## config.mk

```make
export PLATFORM = sky130hd
export DESIGN_NAME = spi_xfer_arbiter_flat
export DESIGN_NICKNAME = d
export VERILOG_FILES = /design/src/rtl/spi_xfer_arbiter_if.sv /design/src/rtl/spi_xfer_arbiter.sv /design/src/flat_wrapper.sv
export SDC_FILE = /design/constraint.sdc
export NUM_CORES = 1
export LEC_CHECK = 0
export CORE_ASPECT_RATIO = 1.2
export CORE_UTILIZATION = 54
export CTS_BUF_LIST = sky130_fd_sc_hd__clkbuf_8
export DETAILED_ROUTE_END_ITERATION = 7
export DONT_BUFFER_PORTS = 1
export PLACE_DENSITY = 0.69
export SYNTH_ARGS = -nofsm -noshare
export SYNTH_HDL_FRONTEND = slang
export SYNTH_SLANG_ARGS = --single-unit
```

## constraint.sdc

```tcl
create_clock -name clk -period 4.65 [get_ports clk]
set_input_delay 0.93 -clock clk [delete_from_list [all_inputs] [get_ports clk]]
set_output_delay 0.93 -clock clk [all_outputs]
set_load 0.03 [all_outputs]
```

## src/rtl/spi_xfer_arbiter_if.sv

```systemverilog
// Bus between the requesters, the arbiter and the shared SPI leader engine.
// The arbiter connects through the slave modport; the client/engine side
// (or a test environment standing in for it) uses the master modport.
interface spi_xfer_arbiter_if #(
    parameter int NREQ = 4
);
    logic [NREQ-1:0]    req;
    logic [NREQ*8-1:0]  req_cfg;
    logic [NREQ*16-1:0] req_tx;
    logic [NREQ-1:0]    gnt;
    logic [NREQ-1:0]    done;
    logic               err;
    logic [15:0]        rx_data;
    logic               busy;
    logic [NREQ-1:0]    cs_n;
    logic [7:0]         eng_cfg;
    logic [15:0]        eng_tx;
    logic               eng_start;
    logic               eng_done;
    logic [15:0]        eng_rx;

    modport slave (
        input  req, req_cfg, req_tx, eng_done, eng_rx,
        output gnt, done, err, rx_data, busy, cs_n, eng_cfg, eng_tx, eng_start
    );

    modport master (
        output req, req_cfg, req_tx, eng_done, eng_rx,
        input  gnt, done, err, rx_data, busy, cs_n, eng_cfg, eng_tx, eng_start
    );
endinterface

```

## src/rtl/spi_xfer_arbiter.sv

```systemverilog
// Round-robin arbiter sharing one SPI leader engine between NREQ requesters.
// Owns chip-select timing (setup/hold/gap), launches the engine, captures the
// RX word and aborts transfers that never complete.
module spi_xfer_arbiter #(
    parameter int NREQ     = 4,
    parameter int CS_SETUP = 2,
    parameter int CS_HOLD  = 2,
    parameter int CS_GAP   = 4,
    parameter int TIMEOUT  = 4096
) (
    input  logic              clk,
    input  logic              rst,
    spi_xfer_arbiter_if.slave bus
);
    localparam int IDX_W = $clog2(NREQ);
    localparam int CNT_W = $clog2(TIMEOUT + CS_SETUP + CS_HOLD + CS_GAP + 1);

    // The ARB cycle is the first setup cycle, so SETUP covers the remaining ones.
    localparam logic [CNT_W-1:0] SETUP_LAST = CNT_W'((CS_SETUP > 1) ? (CS_SETUP - 2) : 0);
    localparam logic [CNT_W-1:0] HOLD_LAST  = CNT_W'(CS_HOLD - 1);
    localparam logic [CNT_W-1:0] GAP_LAST   = CNT_W'(CS_GAP - 1);
    localparam logic [CNT_W-1:0] TMO_LAST   = CNT_W'(TIMEOUT - 1);

    typedef enum logic [2:0] {
        S_IDLE,
        S_ARB,
        S_SETUP,
        S_XFER,
        S_HOLD,
        S_GAP
    } state_t;

    state_t           state;
    state_t           state_nxt;
    logic [CNT_W-1:0] cnt;
    logic [IDX_W-1:0] owner;
    logic [IDX_W-1:0] ptr;
    logic [IDX_W-1:0] pick_idx;
    logic             pick_vld;
    logic             abort;
    logic [7:0]       eng_cfg_q;
    logic [15:0]      eng_tx_q;
    logic [15:0]      rx_q;
    logic             eng_start_c;
    logic             hold_last;
    logic             grant_on;
    logic [NREQ-1:0]  own_oh;
    logic [NREQ-1:0]  gnt_c;

    // Round-robin pick: first requester at or above ptr, wrapping around.
    always_comb begin
        pick_vld = 1'b0;
        pick_idx = '0;
        for (int k = 0; k < NREQ; k++) begin
            if (!pick_vld && bus.req[(int'(ptr) + k) % NREQ]) begin
                pick_vld = 1'b1;
                pick_idx = IDX_W'((int'(ptr) + k) % NREQ);
            end
        end
    end

    // State register; async reset releases the chip selects immediately.
    always_ff @(posedge clk or posedge rst) begin
        if (rst) begin
            state <= S_IDLE;
            cnt   <= '0;
        end else begin
            state <= state_nxt;
            cnt   <= (state_nxt != state) ? '0 : cnt + 1'b1;
        end
    end

    // Next-state decode and engine start strobe.
    always_comb begin
        state_nxt   = state;
        eng_start_c = 1'b0;
        case (state)
            S_IDLE:  if (pick_vld) state_nxt = S_ARB;
            S_ARB: begin
                if (CS_SETUP == 1) begin
                    eng_start_c = 1'b1;
                    state_nxt   = S_XFER;
                end else begin
                    state_nxt = S_SETUP;
                end
            end
            S_SETUP: begin
                if (cnt == SETUP_LAST) begin
                    eng_start_c = 1'b1;
                    state_nxt   = S_XFER;
                end
            end
            // A completion on the timeout cycle still counts as a completion.
            S_XFER:  if (bus.eng_done || (cnt == TMO_LAST)) state_nxt = S_HOLD;
            S_HOLD:  if (cnt == HOLD_LAST) state_nxt = S_GAP;
            S_GAP:   if (cnt == GAP_LAST) state_nxt = S_IDLE;
            default: state_nxt = S_IDLE;
        endcase
    end

    // Owner/pointer bookkeeping, engine config latch and RX capture.
    always_ff @(posedge clk or posedge rst) begin
        if (rst) begin
            owner     <= '0;
            ptr       <= '0;
            abort     <= 1'b0;
            eng_cfg_q <= '0;
            eng_tx_q  <= '0;
            rx_q      <= '0;
        end else begin
            if (state == S_IDLE && pick_vld) begin
                owner     <= pick_idx;
                ptr       <= (int'(pick_idx) == NREQ - 1) ? '0 : pick_idx + 1'b1;
                abort     <= 1'b0;
                eng_cfg_q <= {1'b1, bus.req_cfg[int'(pick_idx)*8 + 1 +: 6], 1'b0};
                eng_tx_q  <= bus.req_tx[int'(pick_idx)*16 +: 16];
            end
            if (state == S_XFER) begin
                if (bus.eng_done) begin
                    rx_q <= eng_cfg_q[6] ? bus.eng_rx : {8'h00, bus.eng_rx[7:0]};
                end else if (cnt == TMO_LAST) begin
                    abort <= 1'b1;
                end
            end
        end
    end

    // Grant and chip select drop together on the final hold cycle, with done.
    assign hold_last = (state == S_HOLD) && (cnt == HOLD_LAST);
    assign grant_on  = (state == S_ARB) || (state == S_SETUP) || (state == S_XFER) ||
                       ((state == S_HOLD) && !hold_last);
    assign own_oh    = NREQ'(1) << owner;
    assign gnt_c     = grant_on ? own_oh : '0;

    assign bus.gnt       = gnt_c;
    assign bus.cs_n      = ~gnt_c;
    assign bus.done      = hold_last ? own_oh : '0;
    assign bus.err       = hold_last & abort;
    assign bus.busy      = (state != S_IDLE);
    assign bus.rx_data   = rx_q;
    assign bus.eng_cfg   = eng_cfg_q;
    assign bus.eng_tx    = eng_tx_q;
    assign bus.eng_start = eng_start_c;
endmodule
```

## src/flat_wrapper.sv

```systemverilog
// flat-port wrapper written by rule: the top's interface ports become plain ports
module spi_xfer_arbiter_flat 
#(
    parameter int NREQ     = 4,
    parameter int CS_SETUP = 2,
    parameter int CS_HOLD  = 2,
    parameter int CS_GAP   = 4,
    parameter int TIMEOUT  = 4096
)
  (clk, rst, bus_req, bus_req_cfg, bus_req_tx, bus_eng_done, bus_eng_rx, bus_gnt, bus_done, bus_err, bus_rx_data, bus_busy, bus_cs_n, bus_eng_cfg, bus_eng_tx, bus_eng_start);
  spi_xfer_arbiter_if #(.NREQ(NREQ)) bus_i ();
  input  logic clk;
  input  logic rst;
  input wire logic [$bits(bus_i.req)-1:0] bus_req;
  input wire logic [$bits(bus_i.req_cfg)-1:0] bus_req_cfg;
  input wire logic [$bits(bus_i.req_tx)-1:0] bus_req_tx;
  input wire logic [$bits(bus_i.eng_done)-1:0] bus_eng_done;
  input wire logic [$bits(bus_i.eng_rx)-1:0] bus_eng_rx;
  output wire logic [$bits(bus_i.gnt)-1:0] bus_gnt;
  output wire logic [$bits(bus_i.done)-1:0] bus_done;
  output wire logic [$bits(bus_i.err)-1:0] bus_err;
  output wire logic [$bits(bus_i.rx_data)-1:0] bus_rx_data;
  output wire logic [$bits(bus_i.busy)-1:0] bus_busy;
  output wire logic [$bits(bus_i.cs_n)-1:0] bus_cs_n;
  output wire logic [$bits(bus_i.eng_cfg)-1:0] bus_eng_cfg;
  output wire logic [$bits(bus_i.eng_tx)-1:0] bus_eng_tx;
  output wire logic [$bits(bus_i.eng_start)-1:0] bus_eng_start;
  assign bus_i.req = bus_req;
  assign bus_i.req_cfg = bus_req_cfg;
  assign bus_i.req_tx = bus_req_tx;
  assign bus_i.eng_done = bus_eng_done;
  assign bus_i.eng_rx = bus_eng_rx;
  assign bus_gnt = bus_i.gnt;
  assign bus_done = bus_i.done;
  assign bus_err = bus_i.err;
  assign bus_rx_data = bus_i.rx_data;
  assign bus_busy = bus_i.busy;
  assign bus_cs_n = bus_i.cs_n;
  assign bus_eng_cfg = bus_i.eng_cfg;
  assign bus_eng_tx = bus_i.eng_tx;
  assign bus_eng_start = bus_i.eng_start;
  spi_xfer_arbiter #(.NREQ(NREQ), .CS_SETUP(CS_SETUP), .CS_HOLD(CS_HOLD), .CS_GAP(CS_GAP), .TIMEOUT(TIMEOUT)) u_core (.clk(clk), .rst(rst), .bus(bus_i));
endmodule
```

# After elaboration in Yosys (flattened, before gate mapping)
# Cells that the tools add are included.
# classes
n_shift	3
n_bitwise	5
muxes	36
n_lt_le_gt_ge	4
add_sub_neg	6
reduce_logical	21
n_eq_ne	10
# ops
operator	n
variable part select 64 x 7 -> 16 bit	1
variable part select 32 x 32 -> 6 bit	1
one-hot mux 3 bit (6 select lines)	1
2-to-1 mux 1 bit	17
2-to-1 mux 16 bit	1
2-to-1 mux 3 bit	5
adder 13 x 1 -> 13 bit, second input constant	1
equality test 13 x 1 -> 1 bit, second input constant	1
equality test 13 x 12 -> 1 bit, second input constant	1
equality test 13 x 2 -> 1 bit, second input constant	1
zero test 13 bit	1
2-to-1 mux 13 bit	1
< comparator 3 x 4 -> 1 bit, second input constant	3
2-to-1 mux 2 bit	5
binary-select mux 1 bit (select 2 bit)	4
2-to-1 mux 4 bit	2
adder 5 x 1 -> 6 bit, second input constant	1
equality test 3 x 2 -> 1 bit, second input constant	2
equality test 3 bit, second input constant	2
logical AND 1 bit	6
OR reduction 2 bit	3
adder 2 x 1 -> 2 bit, second input constant	2
adder 2 bit, second input constant	2
zero test 1 bit	4
other kinds (12)	17
# totals
wordCells	93
input_bits	119
output_inout_bits	55
register_bits	60

# Longest topological paths before layout
# Gate-level depths: netlist of run 1.
# depth
word_depth	19
mapped_depth	8
mapped_depth_nobuf	7

# Least setup slack after synthesis of run 1
# No wires, ideal clock.
# synth_path
path_kind	flip-flop to output port
from	register u_core.cnt[2]
to	output bus_done[0]
path_buffers	0
t_arrival_ps	2082
t_required_ps	3720
slack_ps	1638
stages_incl_launch_ff	5
path_cell_list	dfrtp_1 > or4_1 > nor3_2 > nand4_1 > nor3_1
# synth_between
elab_chain_cells	3
# synth_lines
element	line_no	rtl
start: declaration	spi_xfer_arbiter.sv:35	logic [CNT_W-1:0] cnt;
start signal: assignment	spi_xfer_arbiter.sv:69	cnt <= (state_nxt != state) ? '0 : cnt + 1'b1;
equality test 13 x 1 -> 1 bit	spi_xfer_arbiter.sv:129	assign hold_last = (state == S_HOLD) && (cnt == HOLD_LAST);
logical AND 1 bit	spi_xfer_arbiter.sv:129	
2-to-1 mux 4 bit	spi_xfer_arbiter.sv:137	assign bus.done = hold_last ? own_oh : '0;
end: declaration	flat_wrapper.sv:20	output wire logic [$bits(bus_i.done)-1:0] bus_done;
# No other way between the ends.

# Final worst setup path of run 1
# layout_path
from	register u_core.cnt[8]
to	output bus_done[0]
# The elaborated chain is that of the path after synthesis.

==> impl_metrics.json, run 1 <==
{
  "ys_seq_area_frac": 0.433,
  "first_iter_violations": 186,
  "holdPathEnd": "u_core.cnt[0]$_DFF_PP0_",
  "fp.coreArea_um2": 6130,
  "hold_viol_final": 0,
  "path_class": "reg -> out",
  "finalMaxSlewViolations": 0,
  "via_per_inst": 6.24,
  "die_w_um": 75.2,
  "syn_area_per_cell_um2": 9.61,
  "wirelength_mm": 7.84,
  "leakage_nw": 1.54,
  "die_y_um": 89.8,
  "cts_hold_buf": 0,
  "cts_buffers": 9,
  "timing.fmax_ghz": 0.276,
  "yosys.area.top_type": "dfrtp_1",
  "dr.pass1.iters": 4,
  "yosys_warnings": 0,
  "drive_gt1_frac": 0.169,
  "cts.root.buffer_cell": "clkbuf_8",
  "startpoint_type": "flop",
  "cp_max_fo": 5,
  "use_met2": 0.384,
  "grt_pass1_vias": 2596,
  "nets": 474,
  "worst_pin_slew_ps": 1020,
  "grt_max_degree": 61,
  "timing.rr.end": "u_core.cnt[6]$_DFF_PP0_",
  "cts_resized": 0,
  "endpoint_kind": "output port",
  "h-tree-depth": 3,
  "dieArea_um2": 6750,
  "max-slew-margin-rel": 0.319,
  "clk_path_buf_depth": 2,
  "holdWs_ps": 518,
  "fin_crit_ps": 3620,
  "synth_seq_cells": 60,
  "dr_total_vias": 2733,
  "yosysTopAreaCellShare": 0.433,
  "worstPathArrival_ps": 2690,
  "period_share": 0.779,
  "clk_pin_slew_ps": 60,
  "p_per_area_nw_per_um2": 749,
  "finalSetupViolations": 0,
  "io_pins": 174,
  "portBuffers": 0,
  "cts_sinks": 60,
  "syn-num-nets": 484,
  "synth_area_um2": 3470,
  "grt_util_all_layers": 0.250,
  "postSynthCellCount": 361,
  "cap_violations": 0,
  "clock_skew_ps": 9.09,
  "r2r-start": "u_core.state[2]$_DFF_PP0_",
  "antenna_found_initial": 0,
  "wl_per_cell_um": 17.9,
  "insertion_delay_ps": 340,
  "met3_usage": 0.0841,
  "irDropWorstVdd_v": 0.000361,
  "status": "completed",
  "synthTopCellsByArea": "dfrtp_1 43%, a211oi_1 5.8%, mux2_2 5.5%, nor2_1 4.7%, mux2i_1 4.0%",
  "grt_remaining_overflow": 0,
  "grt_util_met1": 0.316,
  "post-cts-setup-buffers": 0,
  "grt_pass1_wl_mm": 12.7,
  "ant_nets": 0,
  "start_util": 0.566,
  "yosysUniqueCellTypes": 43,
  "cp_data_required_time_ps": 3720,
  "grt_setup_unrepaired": "false",
  "ys_top_cells_by_count": "60 x dfrtp_1, 43 x nor2_1, 36 x nand2_1, 27 x a211oi_1, 17 x mux2_2",
  "synth_edf_count": 0,
  "top_usage_layer": "met2",
  "area_growth_pct": 7.36,
  "hpwl_mm": 5.77,
  "setup_tns_ps": 0,
  "diodes": 0,
  "whs_path_depth": 1,
  "min_from": "u_core.cnt[0]$_DFF_PP0_",
  "hp-class": "reg -> reg",
  "synthFlopType": "dfrtp_1",
  "drcViolationCount": 0,
  "fp-row-count": 31,
  "synth-async-reset-ratio": 1.00,
  "cts_tree": "built",
  "yosysMostFrequentCell": "dfrtp_1",
  "ff2ff_setup_slack_ps": 1720,
  "r2r_cells": 5,
  "place_congestion": 0.840
}
[area by class of cell]
type / count / area (um^2)
Tap cell: 82 / 103
Fill cell: 567 / 2400
Clock inverter: 4 / 70.1
Sequential cell: 60 / 1500
Multi-Input combinational cell: 269 / 1820
Clock buffer: 12 / 165
Timing Repair Buffer: 6 / 45.0
Inverter: 5 / 18.8
[through the flow]
stage          utilization  instance area (um^2)  std cells  power (W)  setup WS, ps
5_1_grt              0.608                  3720        438    0.00298           854
3_5_place_dp         0.569                  3490        422    0.00227          1360
4_1_cts              0.608                  3720        438    0.00281           986
3_3_place_gp         0.569                  3490        422    0.00223          1370
2_1_floorplan            -                  3470        361    0.00208          1640
6_report             0.608                  3720        438    0.00279          1030
[report_power, final]
group          switching [W]  total (W)  leakage, nW  internal [W]
sequential          0.000504    0.00122        0.743      0.000719
clock               0.000202   0.000545        0.122      0.000344
combinational       0.000627    0.00102        0.675      0.000395
[critical path, stage by stage, from the launching register on]
cell,delay [ps]
dfrtp_1,400
or4_1,570
nor3_2,300
nand4_1,270
nor3_1,810
[worst max-delay path by stage]
stage,slack (ps),end,cells after the start,from
after global placement,1370,bus_done[0],4,u_core.cnt[8]$_DFF_PP0_
after global routing,850,bus_done[0],4,u_core.cnt[2]$_DFF_PP0_
after detailed placement,1360,bus_done[0],4,u_core.cnt[8]$_DFF_PP0_
after CTS,990,bus_done[0],4,u_core.cnt[8]$_DFF_PP0_
after floorplan,1640,bus_done[0],4,u_core.cnt[2]$_DFF_PP0_
final,1030,bus_done[0],4,u_core.cnt[8]$_DFF_PP0_
[cell usage in the layout (no fill, tap or decap), types with 12 or more instances in the layout]
cell type,count
dfrtp_1,60
o31a_1,13
a211oi_1,27
nand2_1,36
mux2_2,17
mux2i_1,14
nor2_1,43
clkbuf_8,12
[flip-flops by register name, indices dropped and copies added (netlist names)]
name and flops:
u_core.state 3, u_core.owner 2, u_core.ptr 2, u_core.bus.eng_tx 16
u_core.cnt 13, u_core.bus.rx_data 16, u_core.abort 1, u_core.bus.eng_cfg 7
[per-layer routing]
layer | routed length [um] | vias to the layer above
li1 | - | 1297
met1 | 3210 | 1308
met2 | 3890 | 108
met3 | 552 | 20
met4 | 189 | 0
met5 | 0 | -
[cell families after synthesis]
| logic type | count (synthesis) | synth area share |
|---|---|---|
| DFF | 60 | 0.433 |
| other | 1 | 0.00108 |
| and+or+nand+nor | 130 | 0.181 |
| muxes | 31 | 0.0956 |
| adders and majority gates | 4 | 0.0144 |
| xor gates and xnor gates | 11 | 0.0278 |
| buffers and inverters | 32 | 0.0447 |
| AOI/OAI and AO/OA | 92 | 0.203 |
(Power assumes the default switching activity.)
==> run 2: changes to the inputs <==
==> constraint.sdc (replaced) <==
create_clock -name clk -period 3.7 [get_ports clk]
set_input_delay 0.74 -clock clk [delete_from_list [all_inputs] [get_ports clk]]
set_output_delay 0.74 -clock clk [all_outputs]
set_load 0.03 [all_outputs]
==> run 2 against run 1 <==
  * Via count grew 0.15%
  * Sequential share of layout area shrank 0.38 points
  * Register-to-register slack lost 710 ps
  * Largest power group unchanged
  * Clock power grew 34%
  * Worst hold slack lost 150 ps
  * First-iteration DRC count shrank 22%
  * Global-route usage grew 0.43 points
  * Non-clock buffer count grew 3
  * Die area is the same
  * Cell count grew 0.68%
  * Setup slack lost 560 ps
==> impl_metrics.json, run 2 (same netlist as run 1, synthesis figures left out) <==
{
  "hold_viol_final": 0,
  "nets": 477,
  "layout_common_cells": "60 x dfrtp_1, 43 x nor2_1, 36 x nand2_1",
  "antenna_found_initial": 0,
  "place_congestion": 0.821,
  "wirelength_mm": 7.98,
  "wl_per_cell_um": 18.1,
  "start_util": 0.566,
  "dr.pass1.iters": 4,
  "portBuffers": 0,
  "final_common_cell": "dfrtp_1",
  "worstPathArrival_ps": 2500,
  "grt_remaining_overflow": 0,
  "max-slew-margin-rel": 0.333,
  "fp.coreArea_um2": 6130,
  "cts_buffers": 9,
  "cts_resized": 0,
  "fp-row-count": 31,
  "period_share": 0.874,
  "worst_pin_slew_ps": 1000,
  "cts.root.buffer_cell": "clkbuf_8",
  "setup_tns_ps": 0,
  "fin_crit_ps": 3240,
  "grt_pass1_vias": 2627,
  "diodes": 0,
  "cts_tree": "built",
  "leakage_nw": 1.55,
  "finalSetupViolations": 0,
  "hp-class": "in -> async",
  "cts_sinks": 60,
  "die_w_um": 75.2,
  "ant_nets": 0,
  "area_growth_pct": 8.37,
  "via_per_inst": 6.21,
  "post-cts-setup-buffers": 0,
  "startpoint_type": "flop",
  "io_pins": 174,
  "die_y_um": 89.8,
  "clk_path_buf_depth": 2,
  "cp_data_required_time_ps": 2960,
  "timing.fmax_ghz": 0.309,
  "cap_violations": 0,
  "h-tree-depth": 3,
  "path_class": "reg -> out",
  "irDropWorstVdd_v": 0.000455,
  "dieArea_um2": 6750,
  "status": "completed",
  "cts_hold_buf": 0,
  "clk_pin_slew_ps": 80,
  "grt_setup_unrepaired": "false",
  "drive_gt1_frac": 0.175,
  "clock_skew_ps": 10.2,
  "finalMaxSlewViolations": 0,
  "endpoint_kind": "output port",
  "grt_max_degree": 34,
  "grt_pass1_wl_mm": 12.9,
  "first_iter_violations": 145,
  "insertion_delay_ps": 350,
  "nFillCells": 574,
  "hpwl_mm": 5.90,
  "cp_max_fo": 8,
  "p_per_area_nw_per_um2": 949,
  "drcViolationCount": 0,
  "grt_util_all_layers": 0.254,
  "post-route-util": 0.614,
  "dr_total_vias": 2737
}
==> run 2: critical path, cell delays in order (launching register included) <==
cell,delay [ps]
dfrtp_1,410
or4_1,590
nor3_2,300
a21oi_1,110
nor2_1,390
or3_1,360
==> run 2: worst paths after layout <==
kind	startpoint	to	slack (ps)	cells after the start
max in group asynchronous	rst	u_core.bus.eng_cfg[1]$_DFFE_PP0P_	2490	2
min reg2reg	u_core.abort$_DFF_PP0_	u_core.abort$_DFF_PP0_	520	2
min in group clk	bus_eng_done	u_core.abort$_DFF_PP0_	510	1
max reg2reg	u_core.ptr[1]$_DFFE_PP0P_	u_core.bus.eng_tx[7]$_DFFE_PP0P_	1010	7
min	rst	u_core.bus.rx_data[3]$_DFFE_PP0P_	370	1
max	u_core.cnt[8]$_DFF_PP0_	bus_cs_n[0]	460	5
==> run 2: area by class of cell <==
class / instances / area, um^2 / area share
clock buffers: 9 / 124 / 0.0329
clock inverters: 7 / 124 / 0.0329
inverters: 5 / 18.8 / 0.00499
multi-input cells: 269 / 1820 / 0.485
flip-flops and latches: 60 / 1500 / 0.399
well taps: 82 / 103 / 0.0273
repair buffers: 9 / 67.6 / 0.0180
==> run 2: metal layers <==
layer / vias to the layer above / GRT usage / part of all wire
met5: - / 0 / 0
met4: 0 / 0.106 / 0.017
met3: 12 / 0.0706 / 0.068
met2: 110 / 0.390 / 0.49
met1: 1310 / 0.332 / 0.42
li1: 1305 / - / -
==> run 2: where the power goes <==
part           internal (W)  leakage [nW]  switching [W]
Sequential         0.000903         0.743       0.000639
Combinational      0.000506         0.690       0.000791
Clock              0.000451         0.120       0.000276
==> run 2: metrics by stage <==
stage / total power [W] / instance area (um^2) / worst slack (ps) / cells / hold WS [ps]
2_1_floorplan: 0.00261 / 3470 / 878 / 361 / 472
3_5_place_dp: 0.00286 / 3510 / 782 / 425 / 504
6_report: 0.00357 / 3760 / 465 / 441 / 371
3_3_place_gp: 0.00282 / 3510 / 854 / 425 / 491
5_1_grt: 0.00380 / 3760 / 220 / 441 / 431
4_1_cts: 0.00359 / 3760 / 449 / 441 / 385
